File: src/rtl/cplx_alu_issue_if.sv
`default_nettype none
// ============================================================================
// Module   : cplx_alu_issue_if
// Brief    : Command, host register-port, ALU and status bundle for the
//            complex ALU issue/writeback controller.
// Revision : 1.0 - initial release
// ============================================================================
interface cplx_alu_issue_if #(
    parameter int AW = 3
);
    logic          cmd_valid;
    logic          cmd_ready;
    logic [4:0]    cmd_opr;
    logic [AW-1:0] cmd_rd;
    logic [AW-1:0] cmd_ra;
    logic [AW-1:0] cmd_rb;

    logic          wr_en;
    logic [AW-1:0] wr_addr;
    logic [63:0]   wr_data;
    logic [AW-1:0] rd_addr;
    logic [63:0]   rd_data;

    logic [63:0]   alu_inA;
    logic [63:0]   alu_inB;
    logic [4:0]    alu_opr;
    logic          alu_start;
    logic [63:0]   alu_outAB;
    logic          alu_done;

    logic          busy;
    logic          res_valid;
    logic [63:0]   res_data;
    logic [AW-1:0] res_rd;
    logic          err_opr;
    logic          err_timeout;

    modport master (
        output cmd_valid, cmd_opr, cmd_rd, cmd_ra, cmd_rb,
        output wr_en, wr_addr, wr_data, rd_addr,
        output alu_outAB, alu_done,
        input  cmd_ready, rd_data,
        input  alu_inA, alu_inB, alu_opr, alu_start,
        input  busy, res_valid, res_data, res_rd, err_opr, err_timeout
    );

    modport slave (
        input  cmd_valid, cmd_opr, cmd_rd, cmd_ra, cmd_rb,
        input  wr_en, wr_addr, wr_data, rd_addr,
        input  alu_outAB, alu_done,
        output cmd_ready, rd_data,
        output alu_inA, alu_inB, alu_opr, alu_start,
        output busy, res_valid, res_data, res_rd, err_opr, err_timeout
    );
endinterface
`default_nettype wire

File: src/rtl/cplx_alu_issue.sv
`default_nettype none
// ============================================================================
// Module   : cplx_alu_issue
// Brief    : Issue/writeback controller for the complex ALU: register file,
//            3-address command intake, ALU sequencing and result writeback.
// Revision : 1.0 - initial release
// ============================================================================
module cplx_alu_issue #(
    parameter int NREGS    = 8,
    parameter int AW       = 3,
    parameter int MIN_WAIT = 2,
    parameter int TIMEOUT  = 64,
    parameter int MAX_OPR  = 10
) (
    input  wire logic         clock,
    input  wire logic         reset,
    cplx_alu_issue_if.slave   bus
);
    localparam int CW = $clog2(TIMEOUT + 1);

    localparam logic [1:0] c_IDLE  = 2'd0;
    localparam logic [1:0] c_ISSUE = 2'd1;
    localparam logic [1:0] c_WAIT  = 2'd2;
    localparam logic [1:0] c_WB    = 2'd3;

    logic [1:0]    r_state;
    logic [CW-1:0] r_cnt;
    logic [AW-1:0] r_rd;
    logic [63:0]   r_regs [NREGS];
    logic [63:0]   r_alu_a;
    logic [63:0]   r_alu_b;
    logic [4:0]    r_alu_opr;
    logic          r_alu_start;
    logic [63:0]   r_res_data;
    logic [AW-1:0] r_res_rd;
    logic          r_res_valid;
    logic          r_err_opr;
    logic          r_err_tout;

    logic w_opr_illegal;
    logic w_done_ok;

    assign w_opr_illegal = bus.cmd_opr > 5'(MAX_OPR);
    // The ALU result path is doubly registered, so early done pulses are stale.
    assign w_done_ok     = bus.alu_done && (r_cnt >= CW'(MIN_WAIT));

    always_ff @(posedge clock) begin
        if (reset) begin
            r_state     <= c_IDLE;
            r_cnt       <= '0;
            r_rd        <= '0;
            r_alu_a     <= '0;
            r_alu_b     <= '0;
            r_alu_opr   <= '0;
            r_alu_start <= 1'b0;
            r_res_data  <= '0;
            r_res_rd    <= '0;
            r_res_valid <= 1'b0;
            r_err_opr   <= 1'b0;
            r_err_tout  <= 1'b0;
            for (int i = 0; i < NREGS; i++) begin
                r_regs[i] <= '0;
            end
        end else begin
            r_res_valid <= 1'b0;
            r_err_opr   <= 1'b0;
            r_err_tout  <= 1'b0;

            if (bus.wr_en) begin
                r_regs[bus.wr_addr] <= bus.wr_data;
            end

            case (r_state)
                c_IDLE: begin
                    if (bus.cmd_valid) begin
                        if (w_opr_illegal) begin
                            r_err_opr <= 1'b1;
                        end else begin
                            r_alu_a   <= r_regs[bus.cmd_ra];
                            r_alu_b   <= r_regs[bus.cmd_rb];
                            r_alu_opr <= bus.cmd_opr;
                            r_rd      <= bus.cmd_rd;
                            r_state   <= c_ISSUE;
                        end
                    end
                end
                c_ISSUE: begin
                    r_alu_start <= 1'b1;
                    r_cnt       <= '0;
                    r_state     <= c_WAIT;
                end
                c_WAIT: begin
                    if (w_done_ok) begin
                        r_res_data <= bus.alu_outAB;
                        r_res_rd   <= r_rd;
                        r_state    <= c_WB;
                    end else if (r_cnt == CW'(TIMEOUT)) begin
                        r_err_tout  <= 1'b1;
                        r_alu_start <= 1'b0;
                        r_state     <= c_IDLE;
                    end else begin
                        r_cnt <= r_cnt + 1'b1;
                    end
                end
                c_WB: begin
                    // Placed after the host write so writeback wins on a collision.
                    r_regs[r_rd] <= r_res_data;
                    r_res_valid  <= 1'b1;
                    r_alu_start  <= 1'b0;
                    r_state      <= c_IDLE;
                end
                default: begin
                    r_state <= c_IDLE;
                end
            endcase
        end
    end

    assign bus.cmd_ready   = (r_state == c_IDLE) && !reset;
    assign bus.busy        = (r_state != c_IDLE);
    assign bus.rd_data     = r_regs[bus.rd_addr];
    assign bus.alu_inA     = r_alu_a;
    assign bus.alu_inB     = r_alu_b;
    assign bus.alu_opr     = r_alu_opr;
    assign bus.alu_start   = r_alu_start;
    assign bus.res_valid   = r_res_valid;
    assign bus.res_data    = r_res_data;
    assign bus.res_rd      = r_res_rd;
    assign bus.err_opr     = r_err_opr;
    assign bus.err_timeout = r_err_tout;

endmodule
`default_nettype wire
File: src/flat_wrapper.sv
// flat-port wrapper written by rule: the top's interface ports become plain ports
module cplx_alu_issue_flat 
#(
    parameter int NREGS    = 8,
    parameter int AW       = 3,
    parameter int MIN_WAIT = 2,
    parameter int TIMEOUT  = 64,
    parameter int MAX_OPR  = 10
)
  (clock, reset, bus_cmd_valid, bus_cmd_opr, bus_cmd_rd, bus_cmd_ra, bus_cmd_rb, bus_wr_en, bus_wr_addr, bus_wr_data, bus_rd_addr, bus_alu_outAB, bus_alu_done, bus_cmd_ready, bus_rd_data, bus_alu_inA, bus_alu_inB, bus_alu_opr, bus_alu_start, bus_busy, bus_res_valid, bus_res_data, bus_res_rd, bus_err_opr, bus_err_timeout);
  cplx_alu_issue_if #(.AW(AW)) bus_i ();
  input  wire logic clock;
  input  wire logic reset;
  input wire logic [$bits(bus_i.cmd_valid)-1:0] bus_cmd_valid;
  input wire logic [$bits(bus_i.cmd_opr)-1:0] bus_cmd_opr;
  input wire logic [$bits(bus_i.cmd_rd)-1:0] bus_cmd_rd;
  input wire logic [$bits(bus_i.cmd_ra)-1:0] bus_cmd_ra;
  input wire logic [$bits(bus_i.cmd_rb)-1:0] bus_cmd_rb;
  input wire logic [$bits(bus_i.wr_en)-1:0] bus_wr_en;
  input wire logic [$bits(bus_i.wr_addr)-1:0] bus_wr_addr;
  input wire logic [$bits(bus_i.wr_data)-1:0] bus_wr_data;
  input wire logic [$bits(bus_i.rd_addr)-1:0] bus_rd_addr;
  input wire logic [$bits(bus_i.alu_outAB)-1:0] bus_alu_outAB;
  input wire logic [$bits(bus_i.alu_done)-1:0] bus_alu_done;
  output wire logic [$bits(bus_i.cmd_ready)-1:0] bus_cmd_ready;
  output wire logic [$bits(bus_i.rd_data)-1:0] bus_rd_data;
  output wire logic [$bits(bus_i.alu_inA)-1:0] bus_alu_inA;
  output wire logic [$bits(bus_i.alu_inB)-1:0] bus_alu_inB;
  output wire logic [$bits(bus_i.alu_opr)-1:0] bus_alu_opr;
  output wire logic [$bits(bus_i.alu_start)-1:0] bus_alu_start;
  output wire logic [$bits(bus_i.busy)-1:0] bus_busy;
  output wire logic [$bits(bus_i.res_valid)-1:0] bus_res_valid;
  output wire logic [$bits(bus_i.res_data)-1:0] bus_res_data;
  output wire logic [$bits(bus_i.res_rd)-1:0] bus_res_rd;
  output wire logic [$bits(bus_i.err_opr)-1:0] bus_err_opr;
  output wire logic [$bits(bus_i.err_timeout)-1:0] bus_err_timeout;
  assign bus_i.cmd_valid = bus_cmd_valid;
  assign bus_i.cmd_opr = bus_cmd_opr;
  assign bus_i.cmd_rd = bus_cmd_rd;
  assign bus_i.cmd_ra = bus_cmd_ra;
  assign bus_i.cmd_rb = bus_cmd_rb;
  assign bus_i.wr_en = bus_wr_en;
  assign bus_i.wr_addr = bus_wr_addr;
  assign bus_i.wr_data = bus_wr_data;
  assign bus_i.rd_addr = bus_rd_addr;
  assign bus_i.alu_outAB = bus_alu_outAB;
  assign bus_i.alu_done = bus_alu_done;
  assign bus_cmd_ready = bus_i.cmd_ready;
  assign bus_rd_data = bus_i.rd_data;
  assign bus_alu_inA = bus_i.alu_inA;
  assign bus_alu_inB = bus_i.alu_inB;
  assign bus_alu_opr = bus_i.alu_opr;
  assign bus_alu_start = bus_i.alu_start;
  assign bus_busy = bus_i.busy;
  assign bus_res_valid = bus_i.res_valid;
  assign bus_res_data = bus_i.res_data;
  assign bus_res_rd = bus_i.res_rd;
  assign bus_err_opr = bus_i.err_opr;
  assign bus_err_timeout = bus_i.err_timeout;
  cplx_alu_issue #(.NREGS(NREGS), .AW(AW), .MIN_WAIT(MIN_WAIT), .TIMEOUT(TIMEOUT), .MAX_OPR(MAX_OPR)) u_core (.clock(clock), .reset(reset), .bus(bus_i));
endmodule
File: config.mk
export PLATFORM = sky130hd
export DESIGN_NAME = cplx_alu_issue_flat
export DESIGN_NICKNAME = d
export VERILOG_FILES = /design/src/rtl/cplx_alu_issue_if.sv /design/src/rtl/cplx_alu_issue.sv /design/src/flat_wrapper.sv
export SDC_FILE = /design/constraint.sdc
export NUM_CORES = 2
export LEC_CHECK = 0
export BUFFER_PORTS_ARGS = -buffer_cell sky130_fd_sc_hd__buf_2
export CAP_MARGIN = 20
export CORE_ASPECT_RATIO = 0.6
export CORE_UTILIZATION = 39
export CTS_CLUSTER_DIAMETER = 100
export DETAILED_ROUTE_END_ITERATION = 8
export HOLD_SLACK_MARGIN = 0.1
export PLACE_DENSITY = 0.6
export SYNTH_ARGS = -nofsm -noshare
export SYNTH_HDL_FRONTEND = slang
export SYNTH_SLANG_ARGS = --single-unit
File: constraint.sdc
create_clock -name clock -period 7.64 [get_ports clock]
set_input_delay 0.382 -clock clock [delete_from_list [all_inputs] [get_ports clock]]
set_output_delay 0.382 -clock clock [all_outputs]
set_load 0.005 [all_outputs]
==> summary.md <==
| Metric | Value |
|---|---|
| Relative slew slack | 22.6% |
| Longest Clk Path Bufs | 3 |
| Routability cong. | 0.838 |
| Layout cells sized above 1 | 26.0% |
| IO Count | between 400 and 500 |
| Slowest CP cell | or3_4 |
| Met1 usage | slightly below 40% |
| Max Slew Vio Count | 0 |
| H-tree levels | 3 |
| Antenna violations before repair | 18 |
| Max-Cap Viols | 0 |
| Total power | 9.79 mW |
| Util after Layout | 45.1% |
| Number of buffers added on ports | 422 |
| Drt total wl | 151000 um |
| Top cell by count, worst path | buf_4 |
| Number of global-route vias before repair | 31.0k |
| Worst Skew | just over 0.03 ns |
| Critical path class | reg2reg |
| Core area | 106000 um^2 |
| TritonCTS clock tree | done |
| Setup violations, final | 0 |
| # clock sinks | 728 |
| Syn nets | 4048 |
| Largest net degree at the start of global routing | between 100 and 150 |
| Least-Margin Pin Slew | ~1.2 ns |
| Delay-heaviest family, CP | simple AND/OR/NAND/NOR gates |
| Synth async-reset ratio | 0% |
| Number of synthesized register bits | 728 |
| Die Area | 109000 um^2 |
| Nets | between 4k and 5k |
| First-pass DRT Iterations | 5 |
| CP required | 7.93 ns |
| Period utilisation layout | 50.0% |
| Seq/Total Area, Yosys | 47.0% |
| CP Max Fanout | 70 |
| Crit path cell chain | nand4b_1 > nor2_4 > buf_4 > or3_4 > buf_4 |
| # Post-CTS Setup Buffers | 0 |
| VDD IR max | ~180 uV |
| Root Driver | clkbuf_16 |
| Cells after Synth | 3892 |
| Setup TNS | 0 ns |
| Yosys cell types | 49 |
| Vias | about 33k |
| Initial core utilization | about two fifths |
| Max incr delay on CP | 0.79 ns |
| Cell area power density | between 200 and 250 nW/um^2 |
| Post-synth top flop | edfxtp_1 |
| CP Capture Type | register |
| CTS Buf Count | 78 |
| Gr usage total | 27.4% |
| Crit start category | register |
| DPL Wire Length | 91600 um |
| Skew-Pair Late Insertion Delay | 0.68 ns |
| Hold bufs inserted after CTS | 74 |
| Top Usage Layer GRT | met2 |
| Buf/Inv on CP | 2 |
| Leak | about 16 nW |
| Worst path arrival time | roughly 4.1 ns |
| Global routing usage on met2 | ~40% |
| Post-CTS sizing | 0 |
| Total gr overflow | 0 |
| Commonest non-fill, non-tap cell in the layout | nand2_1 |
| Core Rows | 92 |
| Final hold vios | 0 |
| Number of synthesized flops with an enable pin | 512 |
| Met3 Usage GRT | 6.52% |
| Yosys warns | 0 |
| Starting DRT DRC Count | ~4.3k |
| Status | finished clean |
| Drt drc | 0 |
| Most frequent cells in the layout | nand2_1 (1166), o21ai_0 (515), edfxtp_1 (512) |
| Routed vias/inst | between 5 and 6 |
| Mapped cell area | ~42000 um^2 |
| Peak Freq | roughly 0.26 GHz |
| Worst-path clk slew | 0.07 ns |
| First-pass GRT wire length | approximately 220000 um |
| Synthesized area per cell | 10.8 um^2 |
| Hold/Removal Path Class | in2reg |
| P&R area growth vs syn | 13.7% |
| WL per Instance | 27.3 um |
| Remaining antenna violation count | 0 |
| Die H | 256 um |
| Clock period minus worst slack | about 3.8 ns |
| Die width | ~430 um |
| RSZ-0062 raised after global routing | false |
==> synthesized netlist by cell type, types with 3 or more instances <==
cell type,instances,share of area [%]
buf_2,72,0.86
nor3_1,6,0.072
nand4_1,4,0.060
buf_4,60,1.1
nand2_1,1166,10
a21oi_1,69,0.82
clkbuf_1,297,2.7
clkbuf_2,4,0.048
mux2_2,64,1.7
ha_1,3,0.090
or3_1,10,0.15
edfxtp_1,512,37
inv_1,6,0.054
o21ai_0,515,6.2
nand2b_1,6,0.090
buf_1,39,0.35
mux2i_1,136,3.2
mux4_2,384,21
a211oi_1,128,2.3
or4_1,3,0.054
nor2b_1,3,0.045
nor2_1,156,1.4
dfxtp_1,216,10
nor4_1,3,0.045
==> cells by family (layout without fill, tap and decap cells) <==
kind of cell / count (synthesis) / in the layout / synth area share, %
muxes: 584 / 584 / 25.6
adders and majority gates: 3 / 3 / 0.0896
other: 0 / 7 / 0
DFF: 728 / 728 / 47.0
buffers and inverters: 478 / 700 / 5.05
AOI/OAI and AO/OA: 729 / 729 / 9.61
xor gates and xnor gates: 1 / 1 / 0.0209
and+or+nand+nor: 1369 / 1369 / 12.6
==> layer usage <==
layer  part of all wire (%)  up-vias
li1                       -    14500
met1                     41    15900
met2                     44     1924
met3                     11      284
met4                    3.7       18
met5                  0.080        -
==> final cells by class <==
cell class / instances / area, um^2
Fill cell: 9786 / 58000
Multi-Input combinational cell: 2686 / 20200
Sequential cell: 728 / 19700
Timing Repair Buffer: 552 / 3360
Clock buffer: 116 / 2290
Tap cell: 1410 / 1760
Clock inverter: 26 / 225
Inverter: 6 / 22.5
Antenna cell: 7 / 17.5
==> flip-flops by register name, indices dropped and copies added, names as in the netlist <==
signal,count
u_core.bus.alu_inA,64
u_core.bus.alu_inB,64
u_core.bus.alu_opr,5
u_core.bus.alu_start,1
u_core.bus.err_opr,1
u_core.bus.err_timeout,1
u_core.bus.res_data,64
u_core.bus.res_rd,3
u_core.bus.res_valid,1
u_core.r_cnt,7
u_core.r_rd,3
u_core.r_regs,512
u_core.r_state,2
==> power by group <==
| part | internal (mW) | switching (mW) |
|---|---|---|
| registers | 4.45 | 0.172 |
| clock network | 2.18 | 1.69 |
| logic | 0.611 | 0.690 |
| total | 7.24 | 2.56 |
==> through the flow <==
stage / worst slack, ns / std cells / hold WS, ns / area (um^2)
2_1_floorplan: 4.41 / 3892 / 0.453 / 41900
3_3_place_gp: 3.66 / 5307 / 0.459 / 44300
3_5_place_dp: 3.62 / 5307 / 0.460 / 44300
4_1_cts: 3.89 / 5523 / 0.104 / 47600
5_1_grt: 3.70 / 5529 / 0.137 / 47600
6_report: 3.82 / 5531 / 0.139 / 47600
==> tightest hold or removal path, cell delays in order <==
cell     delay (ns)
buf_2          0.15
nand2_1        0.06
o21ai_0        0.06
==> path summary, 6_finish.rpt <==
kind | depth (start not counted) | start | slack, ns | endpoint
worst max-delay path | 5 | u_core.r_state[0] | 3.82 | u_core.r_regs[7][53]
worst min-delay path | 3 | bus_wr_data[43] | 0.14 | u_core.r_regs[3][43]
worst max register to register | 5 | u_core.r_state[0] | 3.82 | u_core.r_regs[7][53]
worst min register to register | 2 | u_core.bus.res_rd[0] | 0.47 | u_core.bus.res_rd[0]
Power figures use the tool's default switching activity.
